===== config.mk =====
export PLATFORM = sky130hd
export DESIGN_NAME = divider_64_flat
export DESIGN_NICKNAME = d
export VERILOG_FILES = /design/src/rtl/divider_64_pkg.sv /design/src/rtl/divider_64_if.sv /design/src/rtl/divider_64_abs_neg.sv /design/src/rtl/divider_64.sv /design/src/flat_wrapper.sv
export SDC_FILE = /design/constraint.sdc
export NUM_CORES = 1
export LEC_CHECK = 0
export ABC_AREA = 1
export CORE_ASPECT_RATIO = 0.7
export CORE_UTILIZATION = 54
export DETAILED_ROUTE_END_ITERATION = 6
export PLACE_DENSITY = 0.81
export SETUP_SLACK_MARGIN = 0.2
export SKIP_CTS_REPAIR_TIMING = 1
export SYNTH_ARGS = -nofsm -noshare
export SYNTH_HDL_FRONTEND = slang
export SYNTH_SLANG_ARGS = --single-unit

===== constraint.sdc =====
create_clock -name clk -period 2.1 [get_ports clk]
set_clock_uncertainty 0.15 [all_clocks]
set_input_delay 0.21 -clock clk [delete_from_list [all_inputs] [get_ports clk]]
set_output_delay 0.21 -clock clk [all_outputs]
set_load 0.02 [all_outputs]

===== src/rtl/divider_64_pkg.sv =====
// Shared constants and FSM encoding for the 64-bit signed sequential divider.
package div_pkg;
    localparam int WIDTH = 64;
    localparam int CNT_W = $clog2(WIDTH);

    typedef logic [1:0] state_t;
    localparam state_t ST_IDLE = 2'd0;
    localparam state_t ST_RUN  = 2'd1;
    localparam state_t ST_FIX  = 2'd2;
endpackage


===== src/rtl/divider_64_if.sv =====
// Operand/result handshake bundle between the datapath (master) and the divider (slave).
interface divider_64_if
    import div_pkg::*;
();
    logic             start;
    logic [WIDTH-1:0] a;
    logic [WIDTH-1:0] b;
    logic             busy;
    logic             done;
    logic [WIDTH-1:0] q;
    logic [WIDTH-1:0] r;
    logic             div_by_zero;

    modport master (output start, a, b, input busy, done, q, r, div_by_zero);
    modport slave  (input start, a, b, output busy, done, q, r, div_by_zero);
endinterface


===== src/rtl/divider_64_abs_neg.sv =====
// Combinational conditional two's-complement negate, used for |x| and for sign fixup.
module div_abs_neg #(
    parameter int W = 64
) (
    input  logic [W-1:0] i_val,
    input  logic         i_neg,
    output logic [W-1:0] o_val
);
    assign o_val = i_neg ? (~i_val + W'(1)) : i_val;
endmodule


===== src/rtl/divider_64.sv =====
// Radix-2 restoring signed divider: one quotient bit per clock on operand magnitudes,
// signs applied in a final fixup cycle; b==0 skips straight to that cycle.
module divider_64
    import div_pkg::*;
(
    input  logic          clk,
    input  logic          rst,
    divider_64_if.slave   bus
);
    state_t           r_state;
    logic [CNT_W-1:0] r_cnt;
    logic [WIDTH:0]   r_rem;
    logic [WIDTH-1:0] r_dvd;
    logic [WIDTH:0]   r_dsr;
    logic             r_sign_a;
    logic             r_sign_q;
    logic             r_div0;
    logic             r_busy;
    logic             r_done;
    logic [WIDTH-1:0] r_q;
    logic [WIDTH-1:0] r_r;
    logic             r_dbz;

    logic [WIDTH-1:0] w_abs_a;
    logic [WIDTH:0]   w_abs_b;
    logic [WIDTH-1:0] w_q;
    logic [WIDTH-1:0] w_r;
    logic [WIDTH+1:0] w_shift;
    logic [WIDTH+1:0] w_diff;
    logic             w_ge;

    // Divisor kept one bit wider so |MIN| = 2^63 is represented exactly.
    div_abs_neg #(.W(WIDTH))   u_abs_a (.i_val(bus.a), .i_neg(bus.a[WIDTH-1]), .o_val(w_abs_a));
    div_abs_neg #(.W(WIDTH+1)) u_abs_b (.i_val({bus.b[WIDTH-1], bus.b}), .i_neg(bus.b[WIDTH-1]), .o_val(w_abs_b));
    div_abs_neg #(.W(WIDTH))   u_fix_q (.i_val(r_dvd), .i_neg(r_sign_q), .o_val(w_q));
    div_abs_neg #(.W(WIDTH))   u_fix_r (.i_val(r_rem[WIDTH-1:0]), .i_neg(r_sign_a), .o_val(w_r));

    // The top bit of the difference acts as the borrow: clear means rem >= divisor.
    assign w_shift = {r_rem, r_dvd[WIDTH-1]};
    assign w_diff  = w_shift - {1'b0, r_dsr};
    assign w_ge    = ~w_diff[WIDTH+1];

    always_ff @(posedge clk) begin
        if (rst) begin
            r_state  <= ST_IDLE;
            r_cnt    <= '0;
            r_rem    <= '0;
            r_dvd    <= '0;
            r_dsr    <= '0;
            r_sign_a <= 1'b0;
            r_sign_q <= 1'b0;
            r_div0   <= 1'b0;
            r_busy   <= 1'b0;
            r_done   <= 1'b0;
            r_q      <= '0;
            r_r      <= '0;
            r_dbz    <= 1'b0;
        end else begin
            r_done <= 1'b0;
            case (r_state)
                ST_IDLE: begin
                    if (bus.start) begin
                        r_dvd    <= w_abs_a;
                        r_dsr    <= w_abs_b;
                        r_sign_a <= bus.a[WIDTH-1];
                        r_sign_q <= bus.a[WIDTH-1] ^ bus.b[WIDTH-1];
                        r_rem    <= '0;
                        r_cnt    <= CNT_W'(WIDTH - 1);
                        r_busy   <= 1'b1;
                        r_div0   <= (bus.b == '0);
                        r_state  <= (bus.b == '0) ? ST_FIX : ST_RUN;
                    end
                end
                ST_RUN: begin
                    r_rem <= w_ge ? w_diff[WIDTH:0] : w_shift[WIDTH:0];
                    r_dvd <= {r_dvd[WIDTH-2:0], w_ge};
                    if (r_cnt == '0) begin
                        r_state <= ST_FIX;
                    end else begin
                        r_cnt <= r_cnt - CNT_W'(1);
                    end
                end
                ST_FIX: begin
                    r_q     <= r_div0 ? '0 : w_q;
                    r_r     <= r_div0 ? '0 : w_r;
                    r_dbz   <= r_div0;
                    r_done  <= 1'b1;
                    r_busy  <= 1'b0;
                    r_state <= ST_IDLE;
                end
                default: r_state <= ST_IDLE;
            endcase
        end
    end

    assign bus.busy        = r_busy;
    assign bus.done        = r_done;
    assign bus.q           = r_q;
    assign bus.r           = r_r;
    assign bus.div_by_zero = r_dbz;
endmodule


===== src/flat_wrapper.sv =====
// flat-port wrapper written by rule: the top's interface ports become plain ports
module divider_64_flat import div_pkg::*;
  (clk, rst, bus_start, bus_a, bus_b, bus_busy, bus_done, bus_q, bus_r, bus_div_by_zero);
  divider_64_if bus_i ();
  input  logic clk;
  input  logic rst;
  input wire logic [$bits(bus_i.start)-1:0] bus_start;
  input wire logic [$bits(bus_i.a)-1:0] bus_a;
  input wire logic [$bits(bus_i.b)-1:0] bus_b;
  output wire logic [$bits(bus_i.busy)-1:0] bus_busy;
  output wire logic [$bits(bus_i.done)-1:0] bus_done;
  output wire logic [$bits(bus_i.q)-1:0] bus_q;
  output wire logic [$bits(bus_i.r)-1:0] bus_r;
  output wire logic [$bits(bus_i.div_by_zero)-1:0] bus_div_by_zero;
  assign bus_i.start = bus_start;
  assign bus_i.a = bus_a;
  assign bus_i.b = bus_b;
  assign bus_busy = bus_i.busy;
  assign bus_done = bus_i.done;
  assign bus_q = bus_i.q;
  assign bus_r = bus_i.r;
  assign bus_div_by_zero = bus_i.div_by_zero;
  divider_64 u_core (.clk(clk), .rst(rst), .bus(bus_i));
endmodule

==> metrics.cfg, run 1 <==
[floorplanning]
die_w_um=272
start_util_pct=55.2
die_h_um=191
row_count=68
io_pins=262

[place]
placement.io_buffers=261
placed_cell_area_mm2=0.0378
gp_congestion=1.12
dpl.hpwl_mm=98.3

[synth]
synth-edff-count=0
synth_cells=4701
ys_ff_latch=336
ys.flop_type=dfxtp_1
yosys_warnings=0
synth_top_area_share_pct=24.5
syn-num-nets=4904
syn-mean-instance-area_um2=5.84
ys_top_cells_by_count=nand2_1, inv_1, nor2_1
syn-cell-area_mm2=0.0275
ys_top_cells_by_area=dfxtp_1, nand2_1, inv_1, a21oi_1, nand3_1
ys_async_sr_fraction_pct=0
synth_cell_types=57
yosysTopAreaCell=dfxtp_1
seq_area_frac_synth_pct=24.5
synth_most_common_cell=nand2_1

[timing]
worstEndpointGrtRepair=u_core.r_rem[33]$_SDFFE_PP0P_/D
endpoint_type=register data pin

[grt]
antenna_found_initial=10
overflow=393
global_route.usage.total_pct=80.0
grt_max_degree=113

[outcome]
error_line=[ERROR GRT-0232] Routing congestion too high. Check the congestion heatmap in the GUI.
status=did not finish
lastStage=5_1_grt

[cts]
htree_levels=2
cts_buffers=35
cts_root_buf=clkbuf_16
cts.sinks=336
clk_path_buf_depth=3

cell families after synthesis:
group	share of synthesized area, %
buffers and inverters	12.8
AO/OA/AOI/OAI	15.9
AND/OR/NAND/NOR	40.5
XOR/XNOR	3.03
flip-flops	24.5
adder cells (fa/ha/maj)	3.31
through the flow:
step	setup slack [ns]	utilization [%]	instances	TNS, ns	hold WS [ns]
after floorplan	-0.179	-	4701	-10.12	0.221
after global placement	-0.586	75.9	6388	-71.51	0.284
after detailed placement	-0.643	75.9	6388	-82.25	0.290
after CTS	-0.624	78.3	6450	-47.61	-0.195
metal layers:
| metal | overflow | track usage (%) |
|---|---|---|
| met1 | 68 | 84.1 |
| met4 | 129 | 65.6 |
| met2 | 130 | 92.7 |
| met5 | 13 | 52.3 |
| met3 | 53 | 69.3 |
==> run 2: changes to the inputs <==
--- a/config.mk
+++ b/config.mk
@@ -6,11 +6,9 @@
 export NUM_CORES = 1
 export LEC_CHECK = 0
 export ABC_AREA = 1
-export CORE_ASPECT_RATIO = 0.7
-export CORE_UTILIZATION = 54
+export CORE_UTILIZATION = 40
 export DETAILED_ROUTE_END_ITERATION = 6
-export PLACE_DENSITY = 0.81
-export SETUP_SLACK_MARGIN = 0.2
+export PLACE_DENSITY_LB_ADDON = 0.15
 export SKIP_CTS_REPAIR_TIMING = 1
 export SYNTH_ARGS = -nofsm -noshare
 export SYNTH_HDL_FRONTEND = slang
==> constraint.sdc (replaced) <==
create_clock -name clk -period 2.7 [get_ports clk]
set_clock_uncertainty 0.15 [all_clocks]
set_input_delay 0.27 -clock clk [delete_from_list [all_inputs] [get_ports clk]]
set_output_delay 0.27 -clock clk [all_outputs]
set_load 0.02 [all_outputs]
==> metrics.cfg, run 2 <==
[cells_and_area]
syn2layout_area_growth_pct=33.3
layout_commonest_cell=nand2_1
multiInputGateArea_mm2=0.0180
seqCellArea_mm2=0.00675
top_regs=u_core.r_dsr (65), u_core.r_rem (65)
drive_above_1_share_pct=16.0
fill_cells=6991
layout.nets=5497
layout_common_cells=nand2_1, inv_1, buf_4

[synth]
syn-cell-area_mm2=0.0275  ; unchanged
yosys_warnings=0  ; unchanged
ys_top_cells_by_area=dfxtp_1, nand2_1, inv_1, a21oi_1, nand3_1
ys_async_sr_fraction_pct=0  ; unchanged
ys_top_cells_by_count=nand2_1, inv_1, nor2_1
synth_cell_types=57  ; unchanged
yosysTopAreaCell=dfxtp_1
synth-edff-count=0  ; unchanged
seq_area_frac_synth_pct=24.5  ; unchanged
ys.flop_type=dfxtp_1
syn-num-nets=4904  ; unchanged
synth_most_common_cell=nand2_1
synth_top_area_share_pct=24.5  ; unchanged
ys_ff_latch=336  ; unchanged
syn-mean-instance-area_um2=5.84  ; unchanged
synth_cells=4701  ; unchanged

[grt]
antenna_found_initial=9
grt_pass1_vias=30300
overflow=0
grt_pass1_wl_mm=185
global_route.usage.total_pct=34.7
grt_max_degree=128

[place]
gp_congestion=1.03  ; -7.4%
dpl.hpwl_mm=101  ; +3.2%
dp_slack_ns=-0.205  ; +0.438 ns
placement.io_buffers=261  ; unchanged

[floorplanning]
core_mm2=0.0675
die_h_um=264  ; +38%
dieArea_mm2=0.0697
start_util_pct=40.7  ; -15 points
row_count=95  ; +40%
die_w_um=264  ; -2.8%
io_pins=262  ; unchanged

[cts]
cts_tree=done
cts_root_buf=clkbuf_16
clk_pin_slew_ns=0.06
clk_path_buf_depth=3  ; unchanged
cts_buffers=42  ; +20%
cts.sinks=336  ; unchanged
clk_latency_ns=0.60
htree_levels=2  ; unchanged

[drt]
postRouteAntennaNets=0
first_iter_violations=3401
via_per_inst=5.35
remaining_drc_errors=0
wire_per_inst_um=20.2
drt_pass1_iterations=6
via_count=33200
wirelength_mm=126

[outcome]
status=finished, violations left
violations=setup timing

[critical_path]
path_class=reg2reg
cp_max_fo=7
worstSetupEndpointType=flop
reg2reg_from=u_core.r_dsr[1]
critPathLaunchType=flop
required_ns=3.05
arrival_ns=3.16
cp-startpoint=u_core.r_dsr[1]

[timing]
setup_viol=66
tightest_slew_ns=1.12
drv_slew=0
setup_tns_ns=-3.33
slew_headroom_pct=25.3
fin_ws_ns=-0.102
period_needed_ns=2.80
hold_viol=0
rsz0062_at_grt=true
timing.fmax_mhz=357
period_share_pct=104

[min_path]
min-delay-start=bus_b[63]
min_path_type=in2reg

[power_and_ir_drop]
p_leak_nw=17.2
power_density_mw_per_mm2=1600
peakVddDrop_mv=1.49

[run]
drv_cap=0

[run 2: cell counts after synthesis]
Identical to the previous run, type by type.
[run 2: cell type report]
cell class | count | share of cell area [%]
clock inverter | 29 | 1.09
clock buffer | 49 | 3.05
inverter | 718 | 7.39
timing repair buffer | 727 | 18.0
sequential | 336 | 18.4
multi-input combinational | 3469 | 49.1
tap | 873 | 2.98
antenna | 3 | 0.0205
[run 2: per-layer routing]
layer	global-route usage, %	wire length [um]	vias to the layer above	share of wire (%)
li1	-	-	16400	-
met1	51.4	58900	15300	47
met2	52.0	52600	1304	42
met3	3.67	9780	188	7.8
met4	11.0	4370	2	3.5
met5	0	13	-	0.010
[run 2: worst paths after layout]
path                                          to  slack [ns]  cells past startpoint
worst max-delay path            u_core.r_rem[34]       -0.10                     18
worst min-delay path             u_core.r_dsr[1]        0.04                      4
worst max register to register  u_core.r_rem[34]       -0.10                     18
worst min register to register  u_core.bus.q[62]        0.31                      2
[run 2: critical path: stages (launching register included)]
cell and delay [ns]:
dfxtp_1 0.33, inv_1 0.21, ha_1 0.40, nand2_1 0.11, nor2_4 0.13, nand3_2 0.10
nand3_4 0.10, nand2_2 0.06, nand2_4 0.08, nand2_4 0.06, nand2_4 0.10, nand2_8 0.08
nand2_8 0.10, nand2_8 0.08, buf_12 0.16, buf_12 0.14, nand3_2 0.05, nand3_1 0.10
a21oi_2 0.15
[run 2: cells by family after synthesis]
logic type / count (synthesis) / share of synthesized area, %
AO/OA/AOI/OAI: 791 / 15.9
XOR/XNOR: 95 / 3.03
adder cells (fa/ha/maj): 72 / 3.31
flip-flops: 336 / 24.5
AND/OR/NAND/NOR: 2511 / 40.5
buffers and inverters: 896 / 12.8
[run 2: per-stage QoR]
| stage | total power [mW] | util (%) | instances | hold slack, ns | cell area (um2) |
|---|---|---|---|---|---|
| 2_1_floorplan | 31.6 | - | 4701 | 0.280 | 27500 |
| 3_3_place_gp | 48.5 | 50.6 | 6106 | 0.302 | 34100 |
| 3_5_place_dp | 48.6 | 50.6 | 6106 | 0.305 | 34100 |
| 4_1_cts | 55.0 | 52.8 | 6184 | -0.0308 | 35700 |
| 5_1_grt | 62.7 | 54.3 | 6204 | 0.0601 | 36600 |
| 6_report | 58.6 | 54.3 | 6204 | 0.0360 | 36600 |
[run 2: where the power goes]
| group | internal, mW | switching [mW] |
|---|---|---|
| combinational | 17.5 | 28.2 |
| sequential | 5.73 | 1.02 |
| clock | 3.70 | 2.50 |
| total | 26.9 | 31.7 |
Note: power is estimated with default switching activity, not from simulation.
